### src/rtl/pipeline_ctrl_pkg.sv
// Shared types for the pipeline sequencer.
// State and trap-kind enums plus exception cause codes.
package pipeline_ctrl_pkg;

  typedef enum logic [1:0] {
    ST_RUN,
    ST_DRAIN,
    ST_REDIRECT
  } state_t;

  typedef enum logic {
    KIND_TRAP,
    KIND_MRET
  } kind_t;

  localparam logic [3:0] CAUSE_ILLEGAL    = 4'd2;
  localparam logic [3:0] CAUSE_BREAKPOINT = 4'd3;
  localparam logic [3:0] CAUSE_ECALL_M    = 4'd11;

endpackage

### src/rtl/pipeline_control_hazard_unit.sv
// Load-use compare between decode sources and
// the load destination sitting in execute.
module hazard_unit (
  input  logic       decode_valid,
  input  logic [4:0] decode_rs1,
  input  logic [4:0] decode_rs2,
  input  logic       exec_valid,
  input  logic [4:0] exec_rd,
  input  logic       exec_load,
  output logic       load_use
);

  logic rd_live;
  logic rs_hit;

  assign rd_live  = exec_valid & exec_load
                  & (exec_rd != 5'd0);
  assign rs_hit   = (exec_rd == decode_rs1)
                  | (exec_rd == decode_rs2);
  assign load_use = decode_valid & rd_live & rs_hit;

endmodule

### src/rtl/pipeline_control.sv
// Stall/flush sequencer for the 5-stage pipeline:
// hazards, branch redirect and trap/MRET sequencing.
module pipeline_control
  import pipeline_ctrl_pkg::*;
#(
  parameter int XLEN = 32
) (
  input  logic            clk,
  input  logic            rstn,
  input  logic            decode_valid,
  input  logic [4:0]      decode_rs1,
  input  logic [4:0]      decode_rs2,
  input  logic            exec_valid,
  input  logic [4:0]      exec_rd,
  input  logic            exec_load,
  input  logic            mem_busy,
  input  logic            branch_taken,
  input  logic [XLEN-1:0] branch_target,
  input  logic            exc_valid,
  input  logic [3:0]      exc_cause,
  input  logic [XLEN-1:0] commit_pc,
  input  logic            mret_valid,
  input  logic [XLEN-1:0] mepc,
  input  logic [XLEN-1:0] trap_vector,
  input  logic            irq_pending,
  input  logic [3:0]      irq_cause,
  output logic            fetch_stall,
  output logic            decode_stall,
  output logic            backend_stall,
  output logic            decode_flush,
  output logic            exec_flush,
  output logic            mem_flush,
  output logic            fetch_redirect,
  output logic [XLEN-1:0] redirect_pc,
  output logic            trap_take,
  output logic [4:0]      trap_cause,
  output logic [XLEN-1:0] trap_pc,
  output logic            mret_take
);

  state_t          state_q, state_d;
  kind_t           kind_q, kind_d;
  logic [4:0]      cause_q, cause_d;
  logic [XLEN-1:0] pc_q, pc_d;
  logic            load_use;

  hazard_unit u_hazard (
    .decode_valid (decode_valid),
    .decode_rs1   (decode_rs1),
    .decode_rs2   (decode_rs2),
    .exec_valid   (exec_valid),
    .exec_rd      (exec_rd),
    .exec_load    (exec_load),
    .load_use     (load_use)
  );

  always_ff @(posedge clk or negedge rstn) begin
    if (!rstn) begin
      state_q <= ST_RUN;
      kind_q  <= KIND_TRAP;
      cause_q <= '0;
      pc_q    <= '0;
    end else begin
      state_q <= state_d;
      kind_q  <= kind_d;
      cause_q <= cause_d;
      pc_q    <= pc_d;
    end
  end

  always_comb begin
    state_d        = state_q;
    kind_d         = kind_q;
    cause_d        = cause_q;
    pc_d           = pc_q;
    fetch_stall    = 1'b0;
    decode_stall   = 1'b0;
    backend_stall  = 1'b0;
    decode_flush   = 1'b0;
    exec_flush     = 1'b0;
    mem_flush      = 1'b0;
    fetch_redirect = 1'b0;
    redirect_pc    = '0;
    trap_take      = 1'b0;
    trap_cause     = '0;
    trap_pc        = '0;
    mret_take      = 1'b0;
    unique case (state_q)
      ST_RUN: begin
        if (exc_valid | mret_valid | irq_pending) begin
          decode_flush = 1'b1;
          exec_flush   = 1'b1;
          mem_flush    = 1'b1;
          state_d      = ST_DRAIN;
          if (exc_valid) begin
            kind_d  = KIND_TRAP;
            cause_d = {1'b0, exc_cause};
            pc_d    = commit_pc;
          end else if (mret_valid) begin
            kind_d  = KIND_MRET;
          end else begin
            kind_d  = KIND_TRAP;
            cause_d = {1'b1, irq_cause};
            pc_d    = commit_pc;
          end
        end else if (mem_busy) begin
          fetch_stall   = 1'b1;
          decode_stall  = 1'b1;
          backend_stall = 1'b1;
        end else if (branch_taken) begin
          fetch_redirect = 1'b1;
          redirect_pc    = branch_target;
          decode_flush   = 1'b1;
          exec_flush     = 1'b1;
        end else if (load_use) begin
          fetch_stall  = 1'b1;
          decode_stall = 1'b1;
          exec_flush   = 1'b1;
        end
      end
      // Outstanding bus access must finish before redirect.
      ST_DRAIN: begin
        fetch_stall  = 1'b1;
        decode_flush = 1'b1;
        exec_flush   = 1'b1;
        mem_flush    = 1'b1;
        if (!mem_busy) state_d = ST_REDIRECT;
      end
      ST_REDIRECT: begin
        fetch_redirect = 1'b1;
        decode_flush   = 1'b1;
        state_d        = ST_RUN;
        if (kind_q == KIND_MRET) begin
          redirect_pc = mepc;
          mret_take   = 1'b1;
        end else begin
          redirect_pc = trap_vector;
          trap_take   = 1'b1;
          trap_cause  = cause_q;
          trap_pc     = pc_q;
        end
      end
      default: state_d = ST_RUN;
    endcase
    // Hold every output low while reset is asserted.
    if (!rstn) begin
      fetch_stall    = 1'b0;
      decode_stall   = 1'b0;
      backend_stall  = 1'b0;
      decode_flush   = 1'b0;
      exec_flush     = 1'b0;
      mem_flush      = 1'b0;
      fetch_redirect = 1'b0;
      redirect_pc    = '0;
      trap_take      = 1'b0;
      trap_cause     = '0;
      trap_pc        = '0;
      mret_take      = 1'b0;
    end
  end

endmodule

### config.mk
export PLATFORM = sky130hd
export DESIGN_NAME = pipeline_control
export DESIGN_NICKNAME = d
export VERILOG_FILES = /design/src/rtl/pipeline_ctrl_pkg.sv /design/src/rtl/pipeline_control_hazard_unit.sv /design/src/rtl/pipeline_control.sv
export SDC_FILE = /design/constraint.sdc
export NUM_CORES = 1
export LEC_CHECK = 0
export CORE_MARGIN = 2
export CORE_UTILIZATION = 35
export DETAILED_ROUTE_END_ITERATION = 8
export PLACE_DENSITY = 0.82
export SLEW_MARGIN = 10
export SYNTH_ARGS = -nofsm -noshare
export SYNTH_HDL_FRONTEND = slang
export SYNTH_SLANG_ARGS = --single-unit
### constraint.sdc
create_clock -name clk -period 3.05 [get_ports clk]
set_input_delay 0.915 -clock clk [delete_from_list [all_inputs] [get_ports clk]]
set_output_delay 0.915 -clock clk [all_outputs]
set_load 0.005 [all_outputs]
==> run_summary.xml <==
<?xml version="1.0" encoding="UTF-8"?>
<metrics>
  <group name="hold_path">
    <metric name="holdCritPathClass" unit="">reg -&gt; reg</metric>
    <metric name="timing.hold.worst.start" unit="">pc_q[13]</metric>
    <metric name="whs_endpoint" unit="">pc_q[13]</metric>
    <metric name="min_delay_path_depth" unit="">2</metric>
  </group>
  <group name="worst_setup_path">
    <metric name="crit_path_start" unit="">mret_valid</metric>
    <metric name="worst-setup-path-type" unit="">in -&gt; out</metric>
    <metric name="worstSetupStartpointType" unit="">primary input</metric>
    <metric name="cell_with_the_largest_stage_delay_on_the_worst_path" unit="">sky130_fd_sc_hd__nor4b_4</metric>
    <metric name="timing.reg2reg.worst_path_depth" unit="">7</metric>
    <metric name="critPathRequiredTime" unit="ns">2.13</metric>
    <metric name="worst_setup_path_end_kind" unit="">output pin</metric>
    <metric name="worstReg2RegStart" unit="">state_q[0]</metric>
    <metric name="critical-path-max-stage-delay" unit="ns">0.29</metric>
    <metric name="crit_fanout" unit="">6</metric>
    <metric name="critical-path-top-cell-by-count" unit="">sky130_fd_sc_hd__buf_6</metric>
    <metric name="worst-endpoint-arrival" unit="ns">2.20</metric>
    <metric name="worstReg2RegEnd" unit="">pc_q[15]</metric>
    <metric name="worstPathCellList" unit="">buf_6 &gt; nor4b_4 &gt; and3_4 &gt; buf_6 &gt; buf_4 &gt; a22oi_2 &gt; nor2_2 &gt; buf_2</metric>
    <metric name="reg2reg_setup_slack" unit="ns">1.08</metric>
  </group>
  <group name="global_route">
    <metric name="grt_pass1_wl" unit="µm">19300</metric>
    <metric name="antenna_found_initial" unit="">1</metric>
    <metric name="global_route.usage.total" unit="%">24.4</metric>
    <metric name="grt_start_max_net_pins" unit="">41</metric>
    <metric name="globalRoute.totalOverflow" unit="">0</metric>
    <metric name="via_count_of_the_first_global_routing_pass" unit="">3769</metric>
  </group>
  <group name="final_layout">
    <metric name="flow.area_growth_from_synthesis" unit="%">91.9</metric>
    <metric name="layout.nets" unit="">801</metric>
    <metric name="utilization" unit="%">67.9</metric>
    <metric name="layoutNonFillerInstCount" unit="">749</metric>
    <metric name="drive_gt1_share" unit="%">32.2</metric>
    <metric name="final_area" unit="µm²">6190</metric>
  </group>
  <group name="synth">
    <metric name="synthDistinctLibCells" unit="">33</metric>
    <metric name="synth_area_leader_cell" unit="">sky130_fd_sc_hd__dfrtp_1</metric>
    <metric name="synthesized_netlist_net_count" unit="">541</metric>
    <metric name="post-synth-top-count-cell" unit="">sky130_fd_sc_hd__nand2_1</metric>
    <metric name="number_of_enable_flip_flop_cells_after_synthesis" unit="">0</metric>
    <metric name="synth_seq_area_share" unit="%">31.0</metric>
    <metric name="syn_inst" unit="">376</metric>
    <metric name="synth_area_per_cell" unit="µm²">8.58</metric>
    <metric name="yosys_register_bits" unit="">40</metric>
    <metric name="ys_top_cells_by_count" unit="">sky130_fd_sc_hd__nand2_1 (104), sky130_fd_sc_hd__dfrtp_1 (40), sky130_fd_sc_hd__and2_1 (37)</metric>
    <metric name="yosys.area.top_type_share" unit="%">31.0</metric>
    <metric name="synthTopCellsByArea" unit="">sky130_fd_sc_hd__dfrtp_1 (31%), sky130_fd_sc_hd__nand2_1 (12%), sky130_fd_sc_hd__a22oi_2 (11%)</metric>
    <metric name="synth_warnings" unit="">0</metric>
    <metric name="synth.cell_area" unit="µm²">3230</metric>
    <metric name="synth_async_sr_flop_share" unit="%">100</metric>
    <metric name="synth_ff_type" unit="">sky130_fd_sc_hd__dfrtp_1</metric>
  </group>
  <group name="clocking">
    <metric name="cts.root.buffer_cell" unit="">sky130_fd_sc_hd__clkbuf_8</metric>
    <metric name="cts_htree_levels" unit="">2</metric>
    <metric name="insertion_delay" unit="ns">0.30</metric>
    <metric name="cts.reportedPaths.clkPinSlew" unit="ns">0.08</metric>
    <metric name="cts_sinks" unit="">40</metric>
    <metric name="cts_tree" unit="">built</metric>
    <metric name="cts_max_path_buffers" unit="">2</metric>
    <metric name="cts_inserted_buffers" unit="">5</metric>
  </group>
  <group name="floorplan">
    <metric name="dieHeight" unit="µm">100</metric>
    <metric name="die_w" unit="µm">100</metric>
    <metric name="initial_core_util" unit="%">35.4</metric>
    <metric name="std_cell_rows" unit="">35</metric>
    <metric name="core" unit="µm²">9110</metric>
    <metric name="design.portCount" unit="">239</metric>
    <metric name="floorplan.die_area" unit="µm²">10000</metric>
  </group>
  <group name="sta">
    <metric name="fin_skew" unit="ns">0.00501</metric>
    <metric name="setup_repair_after_global_routing_missed_its_margin" unit="">true</metric>
    <metric name="timing.final.ws_setup" unit="ns">-0.0655</metric>
    <metric name="timing.fmax" unit="GHz">0.321</metric>
    <metric name="worst_slew_pin_slew" unit="ns">0.990</metric>
    <metric name="report.final.setup_viol" unit="">20</metric>
    <metric name="hold_viol" unit="">0</metric>
    <metric name="min_period_over_period" unit="%">102</metric>
    <metric name="period_minus_slack" unit="ns">3.12</metric>
    <metric name="slew_headroom" unit="%">34.0</metric>
    <metric name="slew_violations" unit="">0</metric>
  </group>
  <group name="drt">
    <metric name="antenna_violating_nets_post_route" unit="">0</metric>
    <metric name="vias_per_cell" unit="">4.91</metric>
    <metric name="drtIter0Drc" unit="">58</metric>
    <metric name="post_detailed_routing_wire_length" unit="µm">12900</metric>
    <metric name="detailedRoute.firstPassIterationCount" unit="">4</metric>
    <metric name="avgRoutedWirePerCell" unit="µm">17.3</metric>
    <metric name="routed_via_count" unit="">3680</metric>
    <metric name="drc" unit="">0</metric>
  </group>
  <group name="outcome">
    <metric name="status" unit="">finished with violations</metric>
    <metric name="violations" unit="">setup timing</metric>
  </group>
  <group name="placed_design">
    <metric name="hpwl" unit="µm">9430</metric>
    <metric name="placed_cell_area" unit="µm²">5820</metric>
    <metric name="dp_cells" unit="">720</metric>
    <metric name="pre_cts_ws" unit="ns">-0.910</metric>
    <metric name="total_of_buffers_placed_on_input_and_output_ports" unit="">238</metric>
    <metric name="finalWeightedCongestion" unit="">0.949</metric>
  </group>
  <group name="pwr">
    <metric name="total_power" unit="mW">3.31</metric>
    <metric name="total_leakage_power" unit="nW">3.11</metric>
    <metric name="cellPowerDensity" unit="nW/µm²">535</metric>
    <metric name="ir_worst_vdd" unit="mV">0.305</metric>
  </group>
  <group name="job">
    <metric name="max_cap_violations" unit="">0</metric>
  </group>
</metrics>
-- cells by family after synthesis --
kind of cell / Yosys count / synth area share [%]
muxes: 36 / 12.4
xor gates and xnor gates: 10 / 2.72
AOI/OAI and AO/OA: 55 / 16.0
DFF: 40 / 31.0
and+or+nand+nor: 195 / 29.6
buffers and inverters: 36 / 6.71
adders and majority gates: 4 / 1.55
-- state kept, by name, summed over array words and instances, names as in the netlist --
signal	count
cause_q	5
pc_q	32
state_q	2
kind_q	1
-- layout make-up --
type	instances	area, µm²
diodes	1	2.50
clock buffers	5	68.8
clock inverters	3	42.5
fillers	713	2920
inverters	6	22.5
multi-input cells	300	2090
flip-flops and latches	40	1000
well taps	111	139
repair buffers	283	2820
-- through the flow --
step | hold slack, ns | TNS (ns)
4_1_cts | 0.477 | -1.86
6_report | 0.471 | -0.487
2_1_floorplan | 0.437 | 0
3_5_place_dp | 0.456 | -31.75
5_1_grt | 0.495 | -3.03
3_3_place_gp | 0.449 | -30.45
-- where the power goes --
part	internal [mW]	switching, mW	leakage, nW
Combinational	0.975	0.983	2.56
Sequential	0.789	0.127	0.494
Clock	0.242	0.193	0.0541
Total	2.01	1.30	3.11
-- routing by layer --
layer	part of all wire [%]	GRT usage, %	wire length [µm]	vias to the layer above
li1	-	-	-	1760
met3	10	7.80	1290	31
met1	35	25.0	4580	1722
met4	3.8	9.17	494	0
met5	0	0	0	-
met2	51	46.0	6580	167
-- worst max-delay path, delay by kind of cell --
kind / cells / cell delay, ns
AO/OA/AOI/OAI: 1 / 0.07
buffers and inverters: 4 / 0.52
AND/OR/NAND/NOR: 3 / 0.69
-- placed cells by master, fill, tap and decap left out, types with 7 or more instances in the layout --
master,netlist,final
sky130_fd_sc_hd__a22oi_2,29,29
sky130_fd_sc_hd__and2_1,37,37
sky130_fd_sc_hd__buf_2,5,31
sky130_fd_sc_hd__buf_4,3,25
sky130_fd_sc_hd__buf_6,2,12
sky130_fd_sc_hd__clkdlybuf4s15_2,0,7
sky130_fd_sc_hd__clkdlybuf4s50_1,0,152
sky130_fd_sc_hd__dfrtp_1,40,40
sky130_fd_sc_hd__dlygate4sd2_1,0,9
sky130_fd_sc_hd__dlymetal6s2s_1,0,27
sky130_fd_sc_hd__mux2_2,32,32
sky130_fd_sc_hd__nand2_1,104,104
sky130_fd_sc_hd__nor2_1,9,7
sky130_fd_sc_hd__nor2_2,29,30
sky130_fd_sc_hd__xnor2_1,10,9
-- how the worst max path moves through the flow --
| stage | end | slack, ns |
|---|---|---|
| finish | redirect_pc[15] | -0.07 |
| global route | redirect_pc[15] | -0.13 |
| CTS | redirect_pc[24] | -0.13 |
| detailed placement | redirect_pc[15] | -0.91 |
| global placement | redirect_pc[20] | -0.86 |
| floorplan | redirect_pc[10] | 0.17 |
-- repair_timing --
action / in CTS / in global routing
hold endpoints to repair: 0 / 0
resized for setup: 190 / 59
pin swaps: 36 / 28
setup buffers: 12 / 5
setup endpoints to repair: 51 / 75
hold buffers: 0 / 0
gates cloned: 4 / 3
(Power assumes the default switching activity.)
